<file path="src/rtl/mem_sram_ctrl_pkg.sv">
// mem_sram_ctrl_pkg: state encoding and SRAM geometry shared by the SRAM controller files.
package mem_sram_ctrl_pkg;
    typedef enum logic [1:0] {IDLE = 2'd0, LO = 2'd1, HI = 2'd2, DONE = 2'd3} state_t;
    localparam int ADDR_BASE_DEF = 1024;
    localparam int SRAM_DW = 16;
    localparam int SRAM_AW_DEF = 18;
    localparam int CNT_W = 3;
endpackage

</file>
<file path="src/rtl/mem_sram_wait_cnt.sv">
// mem_sram_wait_cnt: loadable down-counter; o_tc flags the last cycle of a phase.
module mem_sram_wait_cnt import mem_sram_ctrl_pkg::*; (
    input  logic             clk,
    input  logic             rst,
    input  logic             i_load,
    input  logic [CNT_W-1:0] i_val,
    output logic             o_tc
);
    logic [CNT_W-1:0] r_cnt;

    always_ff @(posedge clk or posedge rst)
        if (rst) r_cnt <= '0;
        else if (i_load) r_cnt <= i_val;
        else if (r_cnt != '0) r_cnt <= r_cnt - 1'b1;

    assign o_tc = r_cnt == '0;
endmodule

</file>
<file path="src/rtl/mem_sram_ctrl.sv">
// mem_sram_ctrl: splits 32-bit MEM-stage accesses into two half-word phases on a 16-bit async SRAM.
// Optional MEM_SRAM_STALL_CNT_EN adds a saturating stall-cycle counter with synchronous clear.
module mem_sram_ctrl import mem_sram_ctrl_pkg::*; #(
    parameter int WAIT_CYCLES = 1,
    parameter int ADDR_BASE   = ADDR_BASE_DEF,
    parameter int SRAM_AW     = SRAM_AW_DEF
) (
    input  logic               clk,
    input  logic               rst,
    input  logic               wr_en,
    input  logic               rd_en,
    input  logic [31:0]        address,
    input  logic [31:0]        write_data,
    output logic [31:0]        read_data,
    output logic               ready,
    output logic [SRAM_AW-1:0] sram_addr,
    output logic [SRAM_DW-1:0] sram_dq_out,
    output logic               sram_dq_oe,
    input  logic [SRAM_DW-1:0] sram_dq_in,
    output logic               sram_we_n,
    output logic               sram_oe_n
`ifdef MEM_SRAM_STALL_CNT_EN
    ,
    input  logic               stall_cnt_clr,
    output logic [31:0]        stall_cnt
`endif
);
    localparam int WW = SRAM_AW - 1;

    state_t            r_state, w_next;
    logic              r_wr;
    logic [WW-1:0]     r_widx;
    logic [31:0]       r_wdata, r_rdata;
    logic              w_req, w_start, w_tc, w_load, w_phase;

    assign w_req   = wr_en | rd_en;
    assign w_start = r_state == IDLE && w_req;
    assign w_load  = w_start || (r_state == LO && w_tc);
    assign w_phase = r_state == LO || r_state == HI;

    mem_sram_wait_cnt u_wait (
        .clk    (clk),
        .rst    (rst),
        .i_load (w_load),
        .i_val  (CNT_W'(WAIT_CYCLES)),
        .o_tc   (w_tc)
    );

    always_ff @(posedge clk or posedge rst)
        if (rst) r_state <= IDLE;
        else r_state <= w_next;

    always_comb begin
        w_next = IDLE;
        case (r_state)
            IDLE:    w_next = w_req ? LO : IDLE;
            LO:      w_next = w_tc ? HI : LO;
            HI:      w_next = w_tc ? DONE : HI;
            default: w_next = IDLE;
        endcase
    end

    // Store wins when both requests are present, hence r_wr takes wr_en directly.
    always_ff @(posedge clk or posedge rst)
        if (rst) begin
            r_wr    <= 1'b0;
            r_widx  <= '0;
            r_wdata <= '0;
            r_rdata <= '0;
        end else begin
            if (w_start) begin
                r_wr    <= wr_en;
                r_widx  <= WW'((address - 32'(ADDR_BASE)) >> 2);
                r_wdata <= write_data;
            end
            if (!r_wr && w_tc && r_state == LO) r_rdata[15:0] <= sram_dq_in;
            if (!r_wr && w_tc && r_state == HI) r_rdata[31:16] <= sram_dq_in;
        end

    always_comb begin
        ready       = r_state == DONE || (r_state == IDLE && !w_req);
        sram_addr   = w_phase ? {r_widx, r_state == HI} : '0;
        sram_dq_out = (w_phase && r_wr) ? (r_state == HI ? r_wdata[31:16] : r_wdata[15:0]) : '0;
        sram_dq_oe  = w_phase && r_wr;
        sram_we_n   = !(w_phase && r_wr);
        sram_oe_n   = !(w_phase && !r_wr);
    end

    assign read_data = r_rdata;

`ifdef MEM_SRAM_STALL_CNT_EN
    logic [31:0] r_stall;

    always_ff @(posedge clk or posedge rst)
        if (rst) r_stall <= '0;
        else if (stall_cnt_clr) r_stall <= '0;
        else if (!ready && r_stall != '1) r_stall <= r_stall + 1'b1;

    assign stall_cnt = r_stall;
`endif
endmodule

</file>
<file path="config.mk">
export PLATFORM = sky130hd
export DESIGN_NAME = mem_sram_ctrl
export DESIGN_NICKNAME = d
export VERILOG_FILES = /design/src/rtl/mem_sram_ctrl_pkg.sv /design/src/rtl/mem_sram_wait_cnt.sv /design/src/rtl/mem_sram_ctrl.sv
export SDC_FILE = /design/constraint.sdc
export NUM_CORES = 1
export LEC_CHECK = 0
export CORE_ASPECT_RATIO = 1.1
export CORE_MARGIN = 3
export CORE_UTILIZATION = 39
export DETAILED_ROUTE_END_ITERATION = 6
export GPL_TIMING_DRIVEN = 1
export PLACE_DENSITY = 0.83
export SYNTH_ARGS = -nofsm -noshare
export SYNTH_HDL_FRONTEND = slang
export SYNTH_SLANG_ARGS = --single-unit
</file>
<file path="constraint.sdc">
create_clock -name clk -period 2.5 [get_ports clk]
set_input_delay 0.25 -clock clk [delete_from_list [all_inputs] [get_ports clk]]
set_output_delay 0.25 -clock clk [all_outputs]
set_load 0.01 [all_outputs]
</file>
Word-level counts from Yosys, hierarchy flattened
Cells that the tools add are included.
{ "op_classes": {"reduce_logical": 19, "n_lt_le_gt_ge": 0, "n_shift": 0, "mul": 0, "eq_ne": 3, "bitwise": 1, "div": 0, "mux": 9, "add_sub_neg": 2} }
{ "op_table": {"columns": ["operator", "count"], "rows": [
  ["16-bit 2-to-1 mux", 2],
  ["19-bit by 11-bit subtractor with 19-bit output (second input constant)", 1],
  ["18-bit 2-to-1 mux", 1],
  ["1-bit logical AND", 8],
  ["3-bit 2-to-1 mux", 2],
  ["2-bit case mux with 3 select lines", 1],
  ["2-bit == test (second input constant)", 2],
  ["1-bit zero test", 4],
  ["3-bit zero test", 1],
  ["1-bit logical OR", 3],
  ["3-bit nonzero test", 1],
  ["3-bit by 1-bit subtractor with 3-bit output (second input constant)", 1],
  ["2-bit by 1-bit == test with 1-bit output (second input constant)", 1],
  ["2-bit zero test", 1],
  ["1-bit 2-to-1 mux", 2],
  ["2-bit 2-to-1 mux", 1],
  ["2-bit nonzero test", 1],
  ["1-bit bitwise OR", 1]
]} }
{ "word_totals": {"input_bits": 84, "mem_count": 0, "mem_bits_ro": 0, "ramBits": 0, "latch_bits": 0, "word_cells": 41, "output_inout_bits": 70, "ff_bits": 87} }

Longest topological paths before layout
Gate-level depths: netlist of the first run.
{ "depth": {"depth_word": 4, "ltp_mapped": 8, "mapped_depth_nobuf": 6} }

By module
Synthesis of the first run repeated with hierarchy kept, for this count alone.
{ "unflattened": {"hier_cells": 389, "hier_area_um2": 3906.2} }
{ "modules_own_cells": {"columns": ["mod", "area_per_inst_um2", "n_inst", "cells_each", "seq_area_each_um2"], "rows": [
  ["mem_sram_ctrl", 3701.0, 1, 367, 2102.0],
  ["mem_sram_wait_cnt", 205.2, 1, 22, 75.1]
]} }

Worst setup path after synthesis of the first run
No wires, ideal clock.
{ "synth_path": {"path_type": "reg-to-reg", "start": "register u_wait.r_cnt[0]", "end": "register r_rdata[0] (netlist: read_data[0])", "slack_ns": 0.618, "arrival_time_ns": 1.757, "setup_ns": 0.125, "required_ns": 2.375, "n_path_buf": 2, "synth_period_minus_slack_ns": 1.882, "path_stages_with_launch": 9, "path_cell_list": "dfrtp_1 > inv_1 > ha_1 > ha_1 > buf_2 > nor2b_1 > nand2_1 > buf_2 > mux2_2"} }
{ "synth_between": {"elab_chain_len": 3} }
{ "synth_lines": {"columns": ["item", "line_no", "text"], "rows": [
  ["start: declaration", "mem_sram_wait_cnt.sv:9", "logic [CNT_W-1:0] r_cnt;"],
  ["start signal: assignment", "mem_sram_wait_cnt.sv:13", "else if (i_load) r_cnt <= i_val;"],
  ["start signal: assignment", "mem_sram_wait_cnt.sv:14", "else if (r_cnt != '0) r_cnt <= r_cnt - 1'b1;"],
  ["3-bit zero test", "mem_sram_wait_cnt.sv:16", "assign o_tc = r_cnt == '0;"],
  ["1-bit logical AND (2 in series)", "mem_sram_ctrl.sv:76", "if (!r_wr && w_tc && r_state == LO) r_rdata[15:0] <= sram_dq_in;"],
  ["end signal: assignment", "mem_sram_ctrl.sv:76", null],
  ["end: declaration", "mem_sram_ctrl.sv:33", "logic [31:0] r_wdata, r_rdata;"]
]} }
No other way between the ends.
A chain may end at the register's enable or synchronous reset.

Final worst setup path of the first run
{ "layout_path": {"start": "register r_state[0]", "end": "output sram_dq_out[9]"} }
{ "layout_between": {"elab_chain_len": 4, "word_cells_on_any_way": 6, "classes_between": "eq/ne (2); mux (2); reduce/logical (2)"} }
{ "layout_lines": {"columns": ["item", "line_no", "text"], "rows": [
  ["start: declaration", "mem_sram_ctrl.sv:30", "state_t r_state, w_next;"],
  ["start signal: assignment", "mem_sram_ctrl.sv:51", "else r_state <= w_next;"],
  ["2-bit by 1-bit == test with 1-bit output or 2-bit == test (tied branches)", "mem_sram_ctrl.sv:39, mem_sram_ctrl.sv:83", null],
  ["1-bit logical OR", "mem_sram_ctrl.sv:39", "assign w_phase = r_state == LO || r_state == HI;"],
  ["1-bit logical AND", "mem_sram_ctrl.sv:83", "sram_dq_out = (w_phase && r_wr) ? (r_state == HI ? r_wdata[31:16] : r_wdata[15:0]) : '0;"],
  ["16-bit 2-to-1 mux (*)", "mem_sram_ctrl.sv:83", null],
  ["end: declaration", "mem_sram_ctrl.sv:17", "output logic [SRAM_DW-1:0] sram_dq_out,"]
]} }
Every way passes the cells marked *; elsewhere a longest branch is shown, timed or not.

==> reports/metrics.csv, run 1 <==
metric,value,unit
wl_per_cell,14.4,µm
critPathKind,reg -> out,
setup_viol,0,
layout.nets,617,
synthCells,385,
drtAntennaViolNets,0,
leakagePower,2.54,nW
drive_above_1_share,0.123,
dr.pass1.iters,4,
cts_max_level,3,
dpl.cell_count,631,
cts_tree,built,
synth.yosys.seq_area_share,0.564,
synthDistinctLibCells,29,
drt_iter0_drc,102,
n_antenna_cell,0,
critPathMaxStageDelay,0.56,ns
place_congestion,0.760,
grt_pass1_wl,15.1,mm
mostFrequentLayoutCells,"clkdlybuf4s50_1 (137), nand2_1 (131), dfrtp_1 (87)",
die-area,11100,µm²
grt_max_degree,56,
power_density,1280,nW/µm²
slew_headroom,0.535,
required,2.25,ns
setup_tns,0,ns
fin_util,0.594,
min_path_type,in -> async,
clk_pin_slew,0.09,ns
synthToLayoutAreaGrowth,45.9,%
start_util,0.407,
final_common_cell,clkdlybuf4s50_1,
synthMuxAreaShare,0.137,
antenna_found_initial,1,
ir_worst_vdd,0.728,mV
drc,0,
crit_fanout,18,
synthArstFlopShare,1.00,
die_w,101,µm
yosys.area_share.simple,0.208,
vias_per_cell,4.82,
boundaryPins,154,
rsz0062_at_grt,no,
synth_edf_count,0,
min_period,2.36,ns
syn_nets,477,
status,"finished, final reports clean",
fin_cells,647,
grtUsageTotal,0.173,
dpl.hpwl,6.99,mm
synth-xor-area-share,0.00227,
clock_latency,0.35,ns
grt_overflow_total,0,
synth_area_leader_cell,dfrtp_1,
synthFlopType,dfrtp_1,
cp-start-kind,flip-flop,
synth_area_leaders,"dfrtp_1 (56%), nand2_1 (13%), mux2_2 (9.3%)",
ys_ff_latch,87,
synthAdderAreaFrac,0.0259,
syn-cell-area,3860,µm²
worst_slew_pin_slew,0.697,ns
clock-sinks,87,
drv_slew,0,
crit_chain,inv_1 > ha_1 > nand2_1 > buf_4 > nor2_1 > clkdlybuf4s50_1,
cts_max_path_buffers,2,
synth_top_family_by_area,simple AND/OR/NAND/NOR gates,
cp-end-kind,output port,
die_h,110,µm
crit_arrival,2.11,ns
rows,37,
vias,3120,
max_freq,424,MHz
grt_pass1_vias,3226,
finalCritPeriodShare,0.943,
hold_violations,0,
portBuffers,138,
yosys_warnings,0,
cts-root-buf,clkbuf_8,
hold_buffers,0,
synth_compound_area_frac,0.0324,
finClkSkew,0.0136,ns
placeableCoreArea,9490,µm²
holdWs,0.370,ns
cap_violations,0,
syn_avg_cell_area,10.0,µm²
crit_slowest_cell,clkdlybuf4s50_1,
netlist.area_leader.share,0.564,
cts_buffers,9,
totalWireLength,9.31,mm
## cells in the mapped netlist (2+ instances only)
master / instances
ha_1: 8
a31oi_1: 8
mux2_2: 32
dfrtp_1: 87
inv_1: 10
nand2_1: 131
nor2_1: 27
clkbuf_1: 13
or3_1: 3
buf_2: 5
nand2b_1: 3
and2_1: 17
o21ai_0: 7
mux2i_1: 17
or4_1: 2
o31ai_1: 2
## through the flow
stage | power (mW) | setup slack [ns] | cell area, µm²
6_report | 7.19 | 0.143 | 5640
5_1_grt | 7.76 | 0.0111 | 5640
4_1_cts | 7.31 | 0.113 | 5630
3_5_place_dp | 6.28 | 0.512 | 5430
3_3_place_gp | 6.13 | 0.527 | 5430
2_1_floorplan | 4.36 | 0.618 | 3860
## report_power, final
part	switching [mW]	internal (mW)
Sequential	0.357	2.11
Combinational	1.71	2.01
Clock	0.500	0.495
Total	2.57	4.62
## cell type report
| cell class | instances | area, µm² |
|---|---|---|
| Sequential cell | 87 | 2180 |
| Timing Repair Buffer | 148 | 1480 |
| Inverter | 10 | 41.3 |
| Tap cell | 117 | 146 |
| Multi-Input combinational cell | 269 | 1580 |
| Clock buffer | 10 | 138 |
| Fill cell | 811 | 3850 |
| Clock inverter | 6 | 67.6 |
## registers in the layout (all words and copies together) (netlist names)
name,cells
r_wdata,32
r_wr,1
read_data,32
r_widx,17
r_state,2
u_wait.r_cnt,3
## path summary, 6_finish.rpt
| kind | start | endpoint | slack (ns) | depth (start not counted) |
|---|---|---|---|---|
| max in group asynchronous | rst | r_wdata[8]$_DFFE_PP0P_ | 1.53 | 3 |
| worst max register to register | u_wait.r_cnt[0]$_DFFE_PP0P_ | read_data[4]$_DFFE_PP0P_ | 0.61 | 7 |
| worst min register to register | r_widx[6]$_DFFE_PP0P_ | r_widx[6]$_DFFE_PP0P_ | 0.48 | 2 |
| worst min-delay path | rst | read_data[22]$_DFFE_PP0P_ | 0.37 | 3 |
| min in group clk | write_data[28] | r_wdata[28]$_DFFE_PP0P_ | 0.42 | 3 |
| worst max-delay path | r_state[0]$_DFF_PP0_ | sram_dq_out[9] | 0.14 | 6 |
## worst max-delay path, delay by kind of cell, from the launching register on
family	cells	cell delay (ns)
buffers and inverters	3	0.85
flip-flops	1	0.43
adder cells (fa/ha/maj)	1	0.30
AND/OR/NAND/NOR	2	0.18
## layer usage
| layer | wire length, µm | track usage | vias up |
|---|---|---|---|
| li1 | - | - | 1517 |
| met1 | 3830 | 0.200 | 1486 |
| met2 | 4700 | 0.309 | 104 |
| met3 | 651 | 0.0453 | 11 |
| met4 | 103 | 0.0635 | 2 |
| met5 | 13 | 0 | - |
## cells by family (layout without fill, tap and decap cells)
group	Yosys count	after routing
AOI/OAI and AO/OA	21	21
xor gates and xnor gates	1	1
adders and majority gates	8	8
buffers and inverters	29	174
DFF	87	87
muxes	49	49
and+or+nand+nor	190	190
## timing repair
action / in CTS / in global routing
buffers inserted: 0 / 0
endpoints found under the setup margin: 0 / 1
gates resized for setup: 0 / 1
(Power assumes the default switching activity.)
==> inputs of run 2 (changes only) <==
- ABC_AREA: not set -> 1
- CORE_UTILIZATION: 39 -> 40
- PLACE_DENSITY: 0.83 -> 0.84
==> run 2 against run 1 <==
  * Core utilization increased by 0.079 points
  * Non-clock buffer count shrank 1
  * Clock power fell by 13%
  * Sequential share of layout area down 0.24 points
  * Synthesized cell count grew 30%
  * Largest power group unchanged
  * Combinational power decreased by 9.9%
  * Critical path depth is 1 lower
==> reports/metrics.csv, run 2 <==
metric,value,unit,change
drtAntennaViolNets,0,,unchanged
cts_max_level,3,,unchanged
worst_slew_pin_slew,0.670,ns,-0.0270 ns
vias,3636,,+17%
cts-root-buf,clkbuf_8,,
cts_tree,built,,
comb_power_share,0.498,,-0.020
p_seq_frac,0.372,,+0.028
wl_per_cell,13.7,µm,-4.8%
ir_worst_vdd,0.623,mV,-14%
crit_arrival,2.10,ns,about the same
finClkSkew,0.0118,ns,-0.00179 ns
hold_violations,0,,unchanged
netlist.area_leader.share,0.548,,-0.0163
cap_violations,0,,unchanged
finalCritPeriodShare,0.940,,-0.00231
yosys_warnings,0,,unchanged
vias_per_cell,4.80,,-0.40%
power_switching,2.57,mW,about the same
boundaryPins,154,,unchanged
synth_commonest_cells,"nand2_1 (238), dfrtp_1 (87), inv_1 (53)",,
clock-sinks,87,,unchanged
synth.yosys.seq_area_share,0.548,,-0.0163
synthDistinctLibCells,21,,-28%
slew_headroom,0.553,,+0.0180
p_sw_frac,0.383,,+0.0253
syn_nets,593,,+24%
layout.nets,729,,+18%
clock_latency,0.35,ns,about the same
p_int,4.15,mW,-10%
cts_buffers,9,,unchanged
syn_avg_cell_area,7.94,µm²,-21%
placeableCoreArea,9540,µm²,+0.49%
syn-cell-area,3980,µm²,+3.0%
critPathKind,reg -> out,,
synthCells,501,,+30%
die_w,101,µm,+0.19%
final_common_cell,nand2_1,,
synth_area_leaders,"dfrtp_1 (55%), nand2_1 (22%), inv_1 (5.0%)",,
synth_area_leader_cell,dfrtp_1,,
grt_pass1_wl,17.3,mm,+15%
drv_slew,0,,unchanged
die_h,111,µm,+0.19%
setup_tns,0,ns,unchanged
cts_max_path_buffers,2,,unchanged
start_util,0.417,,+0.0101
drive_above_1_share,0.0609,,-0.0617
synthArstFlopShare,1.00,,unchanged
synth.most_common_cell,nand2_1,,
required,2.25,ns,about the same
setup_viol,0,,unchanged
placed_area,5450,µm²,+0.41%
dr.pass1.iters,4,,unchanged
clk_pin_slew,0.08,ns,about the same
portBuffers,138,,unchanged
finish.instance_area,5670,µm²,+0.62%
status,"finished, final reports clean",,
mostFrequentLayoutCells,"nand2_1 (238), clkdlybuf4s50_1 (137), dfrtp_1 (87)",,
power_density,1180,nW/µm²,-7.1%
grtUsageTotal,0.191,,+0.0172
antenna_found_initial,0,,-1
cp-start-kind,flip-flop,,
min_path_type,in -> async,,
max_freq,425,MHz,+0.25%
grt_overflow_total,0,,unchanged
drc,0,,unchanged
place_congestion,0.846,,+11%
n_antenna_cell,0,,unchanged
r2r_slack,0.65,ns,+0.04 ns
totalWireLength,10.4,mm,+11%
cp-end-kind,output port,,
grt_pass1_vias,3767,,+17%
leakagePower,2.90,nW,+14%
rows,37,,unchanged
synth_edf_count,0,,unchanged
grt_max_degree,54,,-3.6%
ys_ff_latch,87,,unchanged
crit_fanout,18,,unchanged
drt_iter0_drc,161,,+58%
clock_power_share,0.129,,-0.009
rsz0062_at_grt,no,,
hold_buffers,0,,unchanged
die-area,11200,µm²,+0.39%
fillCellCount,821,,+1.2%
dpl.hpwl,7.75,mm,+11%
min_period,2.35,ns,-0.00577 ns
synthFlopType,dfrtp_1,,
synthToLayoutAreaGrowth,42.6,%,
[run 2: logic make-up after synthesis]
kind of cell	share of synthesized area
AO/OA/AOI/OAI	0.0831
buffers and inverters	0.0865
flip-flops	0.548
adder cells (fa/ha/maj)	0.0252
AND/OR/NAND/NOR	0.258
[run 2: area by class of cell]
class | count | area (µm²) | share of cell area
clock buffer | 11 | 151 | 0.0267
clock inverter | 3 | 18.8 | 0.00331
inverter | 57 | 220 | 0.0388
multi-input combinational | 335 | 1490 | 0.263
sequential | 87 | 2180 | 0.384
tap | 117 | 146 | 0.0258
timing repair buffer | 147 | 1470 | 0.259
[run 2: critical path, stage by stage (launching register included)]
cell             delay [ns]
dfrtp_1                0.41
inv_1                  0.12
ha_4                   0.34
nand2_4                0.15
a21oi_1                0.17
clkdlybuf4s50_1        0.57
[run 2: repair_timing]
action / in CTS / in global routing
setup buffers: 1 / 0
setup endpoints to repair: 22 / 29
pin swaps: 0 / 0
gates resized for setup: 4 / 6
cloned: 0 / 0
[run 2: metal layers]
layer	track usage	up-vias	wire length, µm
met5	0	-	0
met2	0.313	130	5010
met4	0.0541	0	150
li1	-	1788	-
met1	0.228	1703	4190
met3	0.0783	15	1020
[run 2: path summary, 6_finish.rpt]
kind / startpoint / to / depth (start not counted)
max: r_state[1]$_DFF_PP0_ / sram_dq_out[14] / 5
min: rst / read_data[17]$_DFFE_PP0P_ / 3
max reg2reg: r_state[1]$_DFF_PP0_ / u_wait.r_cnt[2]$_DFFE_PP0P_ / 8
min reg2reg: u_wait.r_cnt[0]$_DFFE_PP0P_ / u_wait.r_cnt[0]$_DFFE_PP0P_ / 2
max in group asynchronous: rst / r_wdata[14]$_DFFE_PP0P_ / 3
min in group clk: write_data[25] / r_wdata[25]$_DFFE_PP0P_ / 3
[run 2: power by group through the flow]
stage          logic [mW]  registers [mW]  clock network (mW)
3_3_place_gp         3.22            2.47                   0
5_1_grt              3.74            2.58               0.961
3_5_place_dp         3.32            2.51                   0
6_report             3.35            2.50               0.869
4_1_cts              3.36            2.50               0.893
2_1_floorplan        1.64            2.55                   0
[run 2: through the flow]
stage	setup WS [ns]	util	hold slack, ns	std cells	total power [mW]
2_1_floorplan	0.884	-	0.360	501	4.19
3_3_place_gp	0.292	0.572	0.458	742	5.68
3_5_place_dp	0.190	0.572	0.465	742	5.83
4_1_cts	0.0106	0.591	0.384	757	6.75
5_1_grt	0.0196	0.595	0.390	757	7.28
6_report	0.149	0.595	0.368	757	6.72
==> inputs of run 3 (changes only) <==
- CAP_MARGIN: not set -> 40
- CTS_CLUSTER_SIZE: not set -> 28
- TNS_END_PERCENT: not set -> 50
==> results of run 3 <==
Final layout, timing and power as in run 2 (identical DEF).
